===== src/rtl/alarm_timer_unit.sv =====
// Timing front-end for the alarm-clock control unit: 1 s prescaler, alarm-match
// edge detector, and the ring-timeout and snooze second counters.
module alarm_timer_unit #(
    parameter int unsigned TICK_DIV   = 100,
    parameter int unsigned RING_SEC   = 60,
    parameter int unsigned SNOOZE_SEC = 300,
    parameter int unsigned CNT_W      = 16
) (
    input  logic       Clk,
    input  logic       Reset,
    input  logic [4:0] Cur_Hour,
    input  logic [5:0] Cur_Min,
    input  logic [5:0] Cur_Sec,
    input  logic [4:0] Alarm_Hour,
    input  logic [5:0] Alarm_Min,
    input  logic       Alarm_On,
    input  logic       EN_STOP,
    input  logic       EN_SNZ,
    output logic       Tick,
    output logic       AA,
    output logic       C0,
    output logic       CS0
);

    localparam logic [CNT_W-1:0] PRE_LAST  = CNT_W'(TICK_DIV - 1);
    localparam logic [CNT_W-1:0] RING_LOAD = CNT_W'(RING_SEC);
    localparam logic [CNT_W-1:0] SNZ_LOAD  = CNT_W'(SNOOZE_SEC);
    localparam logic [CNT_W-1:0] CNT_ONE   = CNT_W'(1);

    logic [CNT_W-1:0] pre_cnt;
    logic [CNT_W-1:0] ring_cnt;
    logic [CNT_W-1:0] snz_cnt;
    logic             match;
    logic             match_q;

    // Alarm match condition; out-of-range time values are compared as-is.
    always_comb begin
        match = Alarm_On && (Cur_Hour == Alarm_Hour) && (Cur_Min == Alarm_Min)
                && (Cur_Sec == 6'd0);
    end

    // Free-running prescaler; Tick is registered one cycle after the last count.
    always_ff @(posedge Clk) begin
        if (Reset) begin
            pre_cnt <= '0;
            Tick    <= 1'b0;
        end else begin
            if (pre_cnt == PRE_LAST) begin
                pre_cnt <= '0;
            end else begin
                pre_cnt <= pre_cnt + CNT_ONE;
            end
            Tick <= (pre_cnt == PRE_LAST);
        end
    end

    // Rising-edge detect on match; match_q resets high so a match already
    // present at reset release does not fire AA.
    always_ff @(posedge Clk) begin
        if (Reset) begin
            match_q <= 1'b1;
            AA      <= 1'b0;
        end else begin
            match_q <= match;
            AA      <= match && !match_q;
        end
    end

    // Ring-timeout counter: reloads while disabled, saturates at zero.
    always_ff @(posedge Clk) begin
        if (Reset) begin
            ring_cnt <= RING_LOAD;
        end else if (!EN_STOP) begin
            ring_cnt <= RING_LOAD;
        end else if (Tick && (ring_cnt != '0)) begin
            ring_cnt <= ring_cnt - CNT_ONE;
        end
    end

    // Snooze counter: same rules as the ring counter.
    always_ff @(posedge Clk) begin
        if (Reset) begin
            snz_cnt <= SNZ_LOAD;
        end else if (!EN_SNZ) begin
            snz_cnt <= SNZ_LOAD;
        end else if (Tick && (snz_cnt != '0)) begin
            snz_cnt <= snz_cnt - CNT_ONE;
        end
    end

    // Expiry flags decoded straight from the counters, gated by their enables.
    always_comb begin
        C0  = EN_STOP && (ring_cnt == '0);
        CS0 = EN_SNZ && (snz_cnt == '0);
    end

endmodule


===== config.mk =====
export PLATFORM = sky130hd
export DESIGN_NAME = alarm_timer_unit
export DESIGN_NICKNAME = d
export VERILOG_FILES = /design/src/rtl/alarm_timer_unit.sv
export SDC_FILE = /design/constraint.sdc
export NUM_CORES = 1
export LEC_CHECK = 0
export BUFFER_PORTS_ARGS = -buffer_cell sky130_fd_sc_hd__buf_4
export CAP_MARGIN = 20
export CORE_UTILIZATION = 25
export DETAILED_ROUTE_END_ITERATION = 8
export SLEW_MARGIN = 20
export SYNTH_ARGS = -nofsm -noshare
export SYNTH_HDL_FRONTEND = slang
export SYNTH_SLANG_ARGS = --single-unit

===== constraint.sdc =====
create_clock -name Clk -period 2.6 [get_ports Clk]
set_input_delay 0.52 -clock Clk [delete_from_list [all_inputs] [get_ports Clk]]
set_output_delay 0.52 -clock Clk [all_outputs]
set_load 0.1 [all_outputs]

Word-level counts from Yosys, hierarchy flattened
Index checks and enable logic that the tools add are counted.
{"block": "op_classes", "addsub": 3, "n_reduce_logical": 17, "eq_ne": 3, "bitwise": 2}
{"op": "zero test 16 bit", "n": 2}
{"op": "nonzero test 16 bit", "n": 2}
{"op": "subtractor 16 x 1 -> 16 bit (second input constant)", "n": 2}
{"op": "adder 16 x 1 -> 16 bit (second input constant)", "n": 1}
{"op": "equality test 16 x 7 -> 1 bit (second input constant)", "n": 1}
{"op": "logical AND 1 bit", "n": 8}
{"op": "equality test 6 bit", "n": 1}
{"op": "zero test 6 bit", "n": 1}
{"op": "OR reduction 2 bit", "n": 3}
{"op": "equality test 5 bit", "n": 1}
{"op": "inverter 1 bit", "n": 2}
{"op": "zero test 1 bit", "n": 1}
{"block": "totals", "elab_cells": 31, "register_bits": 51}

Logic depth before layout (Yosys ltp)
{"block": "logic_depth", "depth_word": 5, "ltp_mapped": 7, "depth_no_buf": 6}

Least setup slack after synthesis
Ideal clock, no wire load.
{"block": "synth_path", "path_type": "reg-to-output", "startpoint": "reg snz_cnt[0]", "endpoint": "out CS0", "path_stages_with_launch": 6, "t_arrival_ns": 2.312, "t_required_ns": 2.080, "path_buffers": 0, "path_slack_ns": -0.232, "path_cell_list": "dfxtp_1 inv_1 ha_1 nor4b_1 nand4_1 nor2_1"}
{"block": "synth_between", "elab_chain_cells": 2}
{"item": "start, declared", "line": "32", "text": "logic [CNT_W-1:0] snz_cnt;"}
{"item": "start signal, assigned", "line": "87", "text": "snz_cnt <= snz_cnt - CNT_ONE;"}
{"item": "zero test 16 bit", "line": "94", "text": "CS0 = EN_SNZ && (snz_cnt == '0);"}
{"item": "logical AND 1 bit", "line": "94"}
{"item": "end, declared", "line": "22", "text": "output logic CS0"}
No other way between the ends.

Worst setup path after layout
{"block": "layout_path", "startpoint": "reg ring_cnt[0]", "endpoint": "out C0"}
{"block": "layout_between", "elab_chain_cells": 2}
{"item": "start, declared", "line": "31", "text": "logic [CNT_W-1:0] ring_cnt;"}
{"item": "start signal, assigned", "line": "76", "text": "ring_cnt <= ring_cnt - CNT_ONE;"}
{"item": "zero test 16 bit", "line": "93", "text": "C0 = EN_STOP && (ring_cnt == '0);"}
{"item": "logical AND 1 bit", "line": "93"}
{"item": "end, declared", "line": "21", "text": "output logic C0,"}
No other way between the ends.

==> impl_metrics.toml <==
[synth]
synth.distinct_cells = 40
yosys_warnings = 0
syn_nets = 342
ys_dominant_reg_cell = "dfxtp_1"
async_flop_share = 0
synth.yosys.seq_area_share = 0.3948
synth_top_cells_by_area = "dfxtp_1 (39%), xnor2_1 (5.4%), nor2_1 (4.5%), a21oi_1 (4.3%), nor4_1 (4.1%)"
synth_top_area_frac = 0.3948
yosysTopAreaCell = "dfxtp_1"
synth_common_cells = "dfxtp_1 (51), nor2_1 (31), a21oi_1 (22), nand2_1 (21), nor4_1 (17)"
ys_ff_latch = 51
syn_inst = 305
synth_edf_count = 0
synthesis.area_um2 = 2586
avgSynthCellArea_um2 = 8.479
yosysMostFrequentCell = "dfxtp_1"

[clock_network]
clock_latency_ns = 0.30
path_clk_slew_ns = 0.09
holdBufCountCts = 0
cts_tree = "built"
cts_root_buffer = "clkbuf_8"
cts_buffers = 5
clock-sinks = 51
htree_num_levels = 2
ctsLongestPathBuffers = 2

[floorplan]
core_um2 = 9910
die_y_um = 103.7
chipWidth_um = 103.7
die-area_um2 = 10760
start_util = 0.2610
ios = 37
num_rows = 36

[route]
drt-pass1-iter-count = 4
dr_wl_met3_um = 215
highest_layer = "met4"
drtIter0Drc = 96
finalWirelength_mm = 5.510
vias_per_cell = 4.977
route.met2.wl_mm = 2.581
num_vias = 2379
wl_per_cell_um = 11.53
wl_met1_mm = 2.665
drc_errors = 0
ant_nets = 0

[setup_path]
worstPathMaxFanout = 5
cp_data_required_time_ns = 2.08
path_class = "flop to primary output"
cp_cell_sequence = "inv_1 -> ha_1 -> nor3b_4 -> nand2_1 -> nor2_1 -> and2_1 -> buf_6"
cpMaxStageDelayCell = "dfxtp_1"
critPathArrivalTime_ns = 1.95
start_kind = "flop"
crit_path_max_incr_delay_ns = 0.35
cp-end-kind = "primary output"

[grt]
overflow = 0
grt_pass1_vias = 2235
grt_max_degree = 16
grt_usage = 0.1049
grt_pass1_wl_mm = 9.425
antenna_found_initial = 0

[finish]
n_antenna_cell = 0
layout-drive-gt1-share = 0.1797
nets = 381
area_delta_synth_final_pct = 21.96
final_core_util = 0.3183
multiInputGateArea_um2 = 1526
fill_cells = 1053
regArea_um2 = 1021

[timing]
hold_viol_final = 0
finalSetupViolCount = 0
clock.fmax_mhz = 405.0
tns_ns = 0
worstMarginPinSlew_ns = 0.6171
fin_skew_ns = 0.006166
maxSlewViolCount = 0
finalCritPeriodShare = 0.9496
finalCriticalPeriod_ns = 2.469
relSlewSlack = 0.5877
rsz0062_at_grt = "no"

[placed_design]
dpl.hpwl_mm = 4.067
io_buffers = 36
gp_congestion = 0.7783

[pwr]
leakagePower_uw = 0.001040
p_int_uw = 1144
swShare = 0.2110
p_clk_frac = 0.398
seqPwrFrac = 0.545
ir_drop_mv = 0.2929
power.switching_uw = 306.1
p_comb_frac = 0.058
power.density_nw_per_um2 = 459.9

[run]
drv_cap = 0

[status]
status = "completed"

[worst_hold_path]
hp-class = "flop to flop"
## sequential cells by signal, indices dropped and copies added, names as in the netlist
register,count
ring_cnt,16
snz_cnt,16
match_q,1
Tick,1
pre_cnt,16
AA,1
## worst max-delay path, delay by kind of cell, from the launching register on
kind | cells | cell delay [ns]
and+or+nand+nor | 4 | 0.74
adders and majority gates | 1 | 0.24
DFF | 1 | 0.35
buffers and inverters | 2 | 0.31
## final timing paths
check | start | to | slack (ns) | depth (start not counted)
worst min-delay path | match_q$_SDFF_PP1_ | AA$_SDFF_PP0_ | 0.41 | 1
worst min register to register | match_q$_SDFF_PP1_ | AA$_SDFF_PP0_ | 0.41 | 1
worst max register to register | Tick$_SDFF_PP0_ | ring_cnt[11]$_SDFFE_PP0P_ | 0.57 | 5
worst max-delay path | ring_cnt[0]$_SDFFE_PP0P_ | C0 | 0.13 | 7
## per-layer routing
layer  up-vias  GRT usage
met5         -          0
met4         0    0.04286
met3         4    0.02706
met2        51     0.1764
met1      1107     0.1271
li1       1217          -
## through the flow
step | power [µW] | cell area (µm²) | hold WS, ns | worst slack, ns | instances
floorplan | 843.1 | 2589 | 0.3742 | 0.1259 | 305
global placement | 891.5 | 3002 | 0.4072 | 0.3622 | 469
detailed placement | 893.0 | 3002 | 0.3950 | 0.3315 | 469
CTS | 1473 | 3124 | 0.4140 | 0.003105 | 477
global route | 1517 | 3154 | 0.4069 | 0.001485 | 478
finish | 1451 | 3154 | 0.4109 | 0.1310 | 478
## cell families after synthesis
logic type,after synthesis,share of synthesized area
simple gates,153,0.3358
compound gates,57,0.1364
flops,51,0.3948
xor+xnor,25,0.08466
buf+inv,14,0.02516
fa+ha+maj,4,0.01935
mux,1,0.003870
## cells in the final DEF (no fill, tap or decap), types with 4 or more instances in the layout
master    count
buf_4        38
clkbuf_8      6
dfxtp_1      51
nor3_1        8
or4_1        12
o21ai_0      12
nand2b_1      4
a21oi_1      22
and3_1        8
or3_1         7
nand3_1      16
xor2_1        9
nand4_1      10
ha_1          4
nor2_1       30
inv_1         7
nor4_1       15
xnor2_1      16
nand2_1      21
o31ai_1      11
## cell type report
type,count,share of cell area
clock buffers,6,0.02618
clock inverters,2,0.01111
inverters,7,0.008330
multi-input cells,240,0.4839
flip-flops and latches,51,0.3237
well taps,133,0.05276
repair buffers,39,0.09401
## power groups by stage
stage | sequential, µW | clock (µW) | combinational [µW]
final | 790 | 577 | 83.5
after global routing | 792 | 634 | 91.2
after CTS | 790 | 599 | 84.6
after detailed placement | 808 | 0 | 84.6
after global placement | 808 | 0 | 83.1
after floorplan | 807 | 0 | 35.7
## what timing repair did
item,CTS,global route
gates cloned,0,0
hold endpoints to repair,0,0
buffers inserted,0,1
pin swaps,0,1
resized for setup,1,4
setup endpoints to repair,1,2
Note: power is estimated with default switching activity, not from simulation.
